## src/rtl/k_alu_if.sv

```systemverilog
// Operand/result bundle for k_alu: the master side drives operands, the
// slave (ALU) side returns the registered result and status flags.
interface k_alu_if #(parameter int WIDTH = 32);
   logic             in_valid;
   logic [3:0]       op;
   logic [WIDTH-1:0] opA;
   logic [WIDTH-1:0] opB;
   logic [WIDTH-1:0] result;
   logic             out_valid;
   logic             zero;
   logic             negative;
   logic             carry;
   logic             overflow;
   logic             illegal;

   modport master (
      output in_valid, op, opA, opB,
      input  result, out_valid, zero, negative, carry, overflow, illegal
   );

   modport slave (
      input  in_valid, op, opA, opB,
      output result, out_valid, zero, negative, carry, overflow, illegal
   );
endinterface

```

## src/rtl/k_alu.sv

```systemverilog
// Registered single-cycle integer ALU for the K_DSP datapath.
// Define K_ALU_MUL_EN to build the MUL/MULHU multiplier; otherwise D/E are reserved.
module k_alu #(
   parameter int WIDTH = 32
) (
   input logic    clk,
   input logic    rst,
   k_alu_if.slave io_alu
);

   localparam int SHW = $clog2(WIDTH);

   logic [WIDTH:0]          w_sum;
   logic [WIDTH:0]          w_diff;
   logic [SHW-1:0]          w_shamt;
   logic signed [WIDTH-1:0] w_a_s;
   logic signed [WIDTH-1:0] w_b_s;
   logic [WIDTH-1:0]        w_result;
   logic                    w_carry;
   logic                    w_ovf;
   logic                    w_illegal;

   logic [WIDTH-1:0]        r_result;
   logic                    r_out_valid;
   logic                    r_zero;
   logic                    r_negative;
   logic                    r_carry;
   logic                    r_overflow;
   logic                    r_illegal;

   assign w_sum   = {1'b0, io_alu.opA} + {1'b0, io_alu.opB};
   // Subtract as A + ~B + 1 so bit WIDTH is the inverted borrow.
   assign w_diff  = {1'b0, io_alu.opA} + {1'b0, ~io_alu.opB} + (WIDTH+1)'(1);
   assign w_shamt = io_alu.opB[SHW-1:0];
   assign w_a_s   = io_alu.opA;
   assign w_b_s   = io_alu.opB;

`ifdef K_ALU_MUL_EN
   logic [2*WIDTH-1:0] w_prod;
   assign w_prod = {{WIDTH{1'b0}}, io_alu.opA} * {{WIDTH{1'b0}}, io_alu.opB};
`endif

   always_comb begin
      w_result  = '0;
      w_carry   = 1'b0;
      w_ovf     = 1'b0;
      w_illegal = 1'b0;
      case (io_alu.op)
         4'h0: begin
            w_result = w_sum[WIDTH-1:0];
            w_carry  = w_sum[WIDTH];
            w_ovf    = (io_alu.opA[WIDTH-1] == io_alu.opB[WIDTH-1]) &&
                       (w_sum[WIDTH-1] != io_alu.opA[WIDTH-1]);
         end
         4'h1: begin
            w_result = w_diff[WIDTH-1:0];
            w_carry  = ~w_diff[WIDTH];
            w_ovf    = (io_alu.opA[WIDTH-1] != io_alu.opB[WIDTH-1]) &&
                       (w_diff[WIDTH-1] != io_alu.opA[WIDTH-1]);
         end
         4'h2: w_result = io_alu.opA & io_alu.opB;
         4'h3: w_result = io_alu.opA | io_alu.opB;
         4'h4: w_result = io_alu.opA ^ io_alu.opB;
         4'h5: w_result = ~(io_alu.opA | io_alu.opB);
         4'h6: w_result = io_alu.opA << w_shamt;
         4'h7: w_result = io_alu.opA >> w_shamt;
         4'h8: w_result = $unsigned(w_a_s >>> w_shamt);
         4'h9: w_result = {{(WIDTH-1){1'b0}}, (w_a_s < w_b_s)};
         4'hA: w_result = {{(WIDTH-1){1'b0}}, (io_alu.opA < io_alu.opB)};
         4'hB: w_result = io_alu.opA;
         4'hC: w_result = io_alu.opB;
`ifdef K_ALU_MUL_EN
         4'hD: w_result = w_prod[WIDTH-1:0];
         4'hE: w_result = w_prod[2*WIDTH-1:WIDTH];
`endif
         default: w_illegal = 1'b1;
      endcase
   end

   always_ff @(posedge clk) begin
      if (rst) begin
         r_result    <= '0;
         r_out_valid <= 1'b0;
         r_zero      <= 1'b0;
         r_negative  <= 1'b0;
         r_carry     <= 1'b0;
         r_overflow  <= 1'b0;
         r_illegal   <= 1'b0;
      end else begin
         r_out_valid <= io_alu.in_valid;
         if (io_alu.in_valid) begin
            r_result   <= w_result;
            r_zero     <= (w_result == '0);
            r_negative <= w_result[WIDTH-1];
            r_carry    <= w_carry;
            r_overflow <= w_ovf;
            r_illegal  <= w_illegal;
         end
      end
   end

   assign io_alu.result    = r_result;
   assign io_alu.out_valid = r_out_valid;
   assign io_alu.zero      = r_zero;
   assign io_alu.negative  = r_negative;
   assign io_alu.carry     = r_carry;
   assign io_alu.overflow  = r_overflow;
   assign io_alu.illegal   = r_illegal;

endmodule

```

## src/flat_wrapper.sv

```systemverilog
// flat-port wrapper written by rule: the top's interface ports become plain ports
module k_alu_flat 
#(
   parameter int WIDTH = 32
)
  (clk, rst, io_alu_in_valid, io_alu_op, io_alu_opA, io_alu_opB, io_alu_result, io_alu_out_valid, io_alu_zero, io_alu_negative, io_alu_carry, io_alu_overflow, io_alu_illegal);
  k_alu_if #(.WIDTH(WIDTH)) io_alu_i ();
  input logic clk;
  input logic rst;
  input wire logic [$bits(io_alu_i.in_valid)-1:0] io_alu_in_valid;
  input wire logic [$bits(io_alu_i.op)-1:0] io_alu_op;
  input wire logic [$bits(io_alu_i.opA)-1:0] io_alu_opA;
  input wire logic [$bits(io_alu_i.opB)-1:0] io_alu_opB;
  output wire logic [$bits(io_alu_i.result)-1:0] io_alu_result;
  output wire logic [$bits(io_alu_i.out_valid)-1:0] io_alu_out_valid;
  output wire logic [$bits(io_alu_i.zero)-1:0] io_alu_zero;
  output wire logic [$bits(io_alu_i.negative)-1:0] io_alu_negative;
  output wire logic [$bits(io_alu_i.carry)-1:0] io_alu_carry;
  output wire logic [$bits(io_alu_i.overflow)-1:0] io_alu_overflow;
  output wire logic [$bits(io_alu_i.illegal)-1:0] io_alu_illegal;
  assign io_alu_i.in_valid = io_alu_in_valid;
  assign io_alu_i.op = io_alu_op;
  assign io_alu_i.opA = io_alu_opA;
  assign io_alu_i.opB = io_alu_opB;
  assign io_alu_result = io_alu_i.result;
  assign io_alu_out_valid = io_alu_i.out_valid;
  assign io_alu_zero = io_alu_i.zero;
  assign io_alu_negative = io_alu_i.negative;
  assign io_alu_carry = io_alu_i.carry;
  assign io_alu_overflow = io_alu_i.overflow;
  assign io_alu_illegal = io_alu_i.illegal;
  k_alu #(.WIDTH(WIDTH)) u_core (.clk(clk), .rst(rst), .io_alu(io_alu_i));
endmodule
```

## config.mk

```make
export PLATFORM = sky130hd
export DESIGN_NAME = k_alu_flat
export DESIGN_NICKNAME = d
export VERILOG_FILES = /design/src/rtl/k_alu_if.sv /design/src/rtl/k_alu.sv /design/src/flat_wrapper.sv
export SDC_FILE = /design/constraint.sdc
export NUM_CORES = 1
export LEC_CHECK = 0
export CAP_MARGIN = 25
export CORE_MARGIN = 8
export CORE_UTILIZATION = 55
export DETAILED_ROUTE_END_ITERATION = 6
export DONT_BUFFER_PORTS = 1
export PLACE_DENSITY = 0.81
export SETUP_SLACK_MARGIN = 0.05
export SYNTH_ARGS = -nofsm -noshare
export SYNTH_HDL_FRONTEND = slang
export SYNTH_SLANG_ARGS = --single-unit
```

## constraint.sdc

```tcl
create_clock -name clk -period 11.9 [get_ports clk]
set_clock_uncertainty 0.15 [all_clocks]
set_input_delay 2.38 -clock clk [delete_from_list [all_inputs] [get_ports clk]]
set_output_delay 2.38 -clock clk [all_outputs]
set_load 0.05 [all_outputs]
```

== Word level (Yosys, flattened, before mapping) ==
Cells that the tools add are included.
Cells by class
  bitwise logic cells: 6
  eq/ne operators: 16
  $lt $le $gt $ge: 2
  shifts and indexed selects: 3
  add/sub/neg operators: 3
  reductions and logical operators: 5
  muxes and demuxes: 4
Operator list (number)
  32-bit one-hot mux with 13 select lines: 1
  32-bit by 32-bit adder with 33-bit output: 2
  32-bit < comparator: 2
  32-bit NOT: 2
  33-bit by 1-bit adder with 33-bit output, second input constant: 1
  32-bit AND: 1
  32-bit logical NOT: 1
  32-bit bitwise OR: 1
  32-bit by 5-bit << shifter with 32-bit output: 1
  32-bit by 5-bit >> shifter with 32-bit output: 1
  32-bit by 5-bit >>> shifter with 32-bit output: 1
  32-bit bitwise XOR: 1
  4-bit equality test, second input constant: 5
  4-bit by 3-bit equality test with 1-bit output, second input constant: 4
  13-bit OR reduction: 1
  4-bit by 2-bit equality test with 1-bit output, second input constant: 2
  4-bit by 1-bit equality test with 1-bit output, second input constant: 1
  4-bit logical NOT: 1
  1-bit one-hot mux with 2 select lines: 2
  1-bit inequality test: 3
  1-bit logical AND: 2
  1-bit equality test: 1
  1-bit 2-to-1 mux: 1
  1-bit NOT: 1
Storage, ports and cells
  output and inout port bits: 38
  flip-flop bits (word level): 38
  bits of input ports: 71
  logic and storage cells: 46

== Longest topological paths before layout ==
  word-level depth: 6
  mapped depth: 17
  depth with buffers taken out: 14

== Worst setup path after synthesis ==
No wires, ideal clock.
  path type: input-to-reg
  from: in io_alu_opB[3]
  to: reg u_core.r_zero, in the netlist u_core.io_alu.zero
  required time: 11.635 ns
  setup time: 0.115 ns
  buffers on the path: 4
  arrival: 6.118 ns
  cell stages on the path: 17
  slack: 5.517 ns
  cells stage by stage: clkbuf_1 > inv_1 > clkbuf_1 > clkbuf_1 > ha_1 > buf_2 > nor2_2 > nand3_1 > a211oi_2 > a311oi_2 > a221o_1 > o311a_1 > o41ai_2 > nor2_1 > o21a_1 > and2_1 > a31o_1
Between the ends
  word-level cells in the longest chain between the ends: 5
  elaborated cells between the ends (all ways): 15
  those cells by class: add/sub: 3; order compare: 2; shift: 3; mux: 1; bitwise: 5; reduce/logical: 1
Ends and longest elaborated chain
  start: declaration: RTL line flat_wrapper.sv:13  | input wire logic [$bits(io_alu_i.opB)-1:0] io_alu_opB;
  32-bit NOT: RTL line k_alu.sv:33  | assign w_diff = {1'b0, io_alu.opA} + {1'b0, ~io_alu.opB} + (WIDTH+1)'(1);
  32-bit by 32-bit adder with 33-bit output: RTL line k_alu.sv:33
  33-bit by 1-bit adder with 33-bit output: RTL line k_alu.sv:33
  32-bit one-hot mux with 13 select lines *: RTL line k_alu.sv:48  | case (io_alu.op)
  32-bit logical NOT *: RTL line k_alu.sv:93  | r_zero <= (w_result == '0);
  end signal: assignment: RTL line k_alu.sv:93
  end: declaration: RTL line k_alu.sv:25  | logic r_zero;
Every way passes the cells marked *; elsewhere a longest branch is shown, timed or not.
A chain may end at the register's enable or synchronous reset.

== Final worst setup path ==
  from: in io_alu_op[3]
  to: reg u_core.r_zero, in the netlist u_core.io_alu.zero
Between the ends
  word-level cells in the longest chain between the ends: 3
  elaborated cells between the ends (all ways): 15
  those cells by class: eq/ne: 12; mux: 1; reduce/logical: 2
Ends and longest elaborated chain
  start: declaration: RTL line flat_wrapper.sv:11  | input wire logic [$bits(io_alu_i.op)-1:0] io_alu_op;
  4-bit equality test, or another cell as far along: RTL line k_alu.sv:48
  32-bit one-hot mux with 13 select lines *: RTL line k_alu.sv:48
  32-bit logical NOT *: RTL line k_alu.sv:93
Marks and branches as above.

==> impl_results.md <==
- Synth cell types: 95
- Syn_area_per_cell: a little over 7 sq um
- Worst Path Arrival: ~6.7 ns
- Detailed Route Iter0 Violations: 2901
- ANT nets after route: 0
- Routability Congestion: approximately 1.1
- Core region area: around 23000 sq um
- Drt via density: 8.193
- Die Width: 167.1 um
- Layout cells sized above 1: 8.822%
- Synth top area cells: ha_1, mux4_2, mux2i_1
- Crit start category: input pin
- Clock latency on the worst-skew pair: between 0.2 and 0.3 ns
- Wire per inst: 34.45 um
- Detailed Place HPWL: about 50 mm
- Hold buffers post-CTS: 0
- DRC errors left: 18
- Cell taking the most area after synthesis: ha_1
- First-pass GRT wire length: 95.05 mm
- Worst R2R Setup Slack: 10.40 ns
- Worst hold slack: 0.5672 ns
- Sequential area share after synthesis: 5.901%
- Post_cts resized: 0
- Crit path from: io_alu_op[3]
- Synth warn: 0
- Most common cell in the netlist: nor2_1
- Commonest cells in the synthesized netlist: nor2_1, a21oi_1, nand2_1
- Buffers added on ports: 0
- Share of the synthesized area in the top cell type: 10.47%
- Data required, critical path: approximately 12 ns
- Hold Path Origin: u_core.io_alu.result[14]$_SDFFE_PP0P_
- HP Class: flop to flop
- GRT overflow: 0
- TritonCTS clock tree: yes
- Status: complete, but fails checks
- Post-Place Cell Area: around 12000 sq um
- Violated checks: design-rule violations
- NumNets Final: about 1800
- Drt first pass iters: 7
- Number of global-route vias before repair: 14050
- Crit share post-route: 55.36%
- Finished layout cell area: 12570 sq um
- Core Util, Final: approximately 56%
- Peak supply drop: slightly below 0.00006 V
- IO Count: 109
- Area added between synthesis and finish: 0.09966%
- Synthesized Nets: 1933
- Critical-path maximum fanout: 63
- Final min period: 6.588 ns
- Largest net degree at the start of global routing: slightly above 100
- Clock Tree Root: clkbuf_16
- CP endpoint: u_core.io_alu.zero$_SDFFE_PP0P_
- Deepest clock path buffer count: 2
- Antenna violations before repair: 1
- Top_reg_cell synth: dfxtp_1
- Async SR Flop Fraction: 0%
- Final wirelength: 65.76 mm
- Unrepaired setup endpoints after global routing: no
- Gr busiest metal: met2
- Power Density: 68.97 nW/um^2
- Number of fillers in the final layout: 2174
- Number of synthesized flops with an enable pin: 0
- Syn Inst Count: approximately 1800
- R2R depth: 2
- Slew Limit Fails: 0
- CP Class: input pin to flop
- Count of state elements after synthesis: 37
- Sink Count: 37
- Setup Buffers After CTS: 0
- Final Hold Fails: 0
- H-tree depth: 2
- Rel. slew slack: around 28%
- Clock slew seen by the registers of the worst setup and hold paths: approximately 0.060 ns
- GR Util met3: between 15 and 20%
- Rows: 55
- Worst-margin pin slew: roughly 1.1 ns
- Sequential cell area: 740.7 sq um
- Crit. End Element: flop
- Worst R2R Start: u_core.io_alu.result[10]$_SDFFE_PP0P_
- Die H: roughly 170 um
- GRT Util Overall: 44.65%
- GR Util met1: about 53%
- CTS buffer count: 5
- Final setup viols: 0
- Starting Density: 55.79%
- Area of the multi-input gates: between 10000 and 15000 sq um
- Max Cap Viol: 0
- Final TNS setup: 0 ns
- Post-Syn Area: between 10000 and 15000 sq um
- F_max: between 150 and 200 MHz
- Die area: 27910 sq um
- Vias: roughly 16000
- Routing usage on met2: a little under two thirds
- Reg2reg end: u_core.io_alu.result[10]$_SDFFE_PP0P_
- Pleak: around 0.0049 uW
[cells in the final DEF, fill, tap and decap left out, types with 13 or more instances in the layout]
master    instances
a21oi_1         141
ha_1            105
nand4_1          17
o221ai_1         27
buf_4            24
o31ai_1          15
nor2b_1          23
a221oi_1         13
nor4_1           19
a211oi_1         49
o211ai_1         32
nand2b_1         22
a31oi_1          15
mux2i_1          79
a21o_1           16
mux4_2           44
nand2_1         111
nor2_1          191
a211o_1          13
a221o_1          14
dfxtp_1          37
o21ai_0         105
nand3_1          36
nor3_1           59
a22oi_1          34
inv_1            98
o22ai_1          22
mux2_2           24
[worst max-delay path: stages]
cell and delay, ns:
nand4b_1 0.38, nand2_1 0.50, nand2_1 0.58, a21oi_1 0.09, a211o_1 0.44, nor4_1 0.79, and4_1 0.30, nand4_1 0.15
nor4b_1 0.60, and4_1 0.29, a31o_1 0.13
[routing by layer]
layer / wire, um / vias up
met5: 69 / -
met4: 5426 / 2
met3: 11270 / 407
met2: 26130 / 1614
met1: 22860 / 7181
li1: - / 6437
[registers in the layout (all words and copies together) (netlist names)]
name and count:
u_core.io_alu.illegal 1, u_core.io_alu.overflow 1, u_core.io_alu.zero 1, u_core.io_alu.carry 1, u_core.io_alu.result 32, u_core.io_alu.out_valid 1
[power breakdown]
| part | leakage, uW | switching [uW] | total, uW | internal (uW) |
|---|---|---|---|---|
| combinational | 0.00456 | 341 | 529 | 188 |
| clock | 0.0000800 | 56.9 | 156 | 99.2 |
| sequential | 0.000306 | 47.3 | 182 | 134 |
| total | 0.00495 | 445 | 867 | 422 |
[worst min path at each step]
stage,to,slack (ns),depth (start not counted)
final,u_core.io_alu.result[14]$_SDFFE_PP0P_,0.57,2
after global routing,u_core.io_alu.result[2]$_SDFFE_PP0P_,0.60,2
after CTS,u_core.io_alu.result[14]$_SDFFE_PP0P_,0.56,2
after detailed placement,u_core.io_alu.result[14]$_SDFFE_PP0P_,0.55,2
after global placement,u_core.io_alu.result[14]$_SDFFE_PP0P_,0.55,2
after floorplan,u_core.io_alu.illegal$_SDFFE_PP0P_,0.54,2
[area by class of cell]
type / count / area share [%]
multi-input combinational: 1450 / 85.29
sequential: 37 / 5.895
inverter: 101 / 3.017
tap: 285 / 2.838
timing repair buffer: 25 / 1.533
clock buffer: 5 / 0.9957
clock inverter: 3 / 0.3684
antenna: 3 / 0.05974
[logic make-up (layout without fill, tap and decap cells)]
kind of cell	after synthesis	count (layout)	share of synthesized area, %
AO/OA/AOI/OAI	627	627	35.01
buffers and inverters	268	134	9.080
AND/OR/NAND/NOR	558	558	21.69
XOR/XNOR	8	8	0.5582
flip-flops	37	37	5.901
multiplexers	150	150	16.97
adder cells (fa/ha/maj)	107	107	10.78
other	0	3	0
[stage by stage]
step	std cells	total power, uW	setup WS [ns]
after floorplan	1755	566.6	5.517
after global placement	1897	675.9	5.254
after detailed placement	1897	677.1	5.369
after CTS	1905	832.8	5.644
after global routing	1906	891.6	5.324
final	1909	866.7	5.312
No activity file was read; power rests on OpenSTA's default activity.
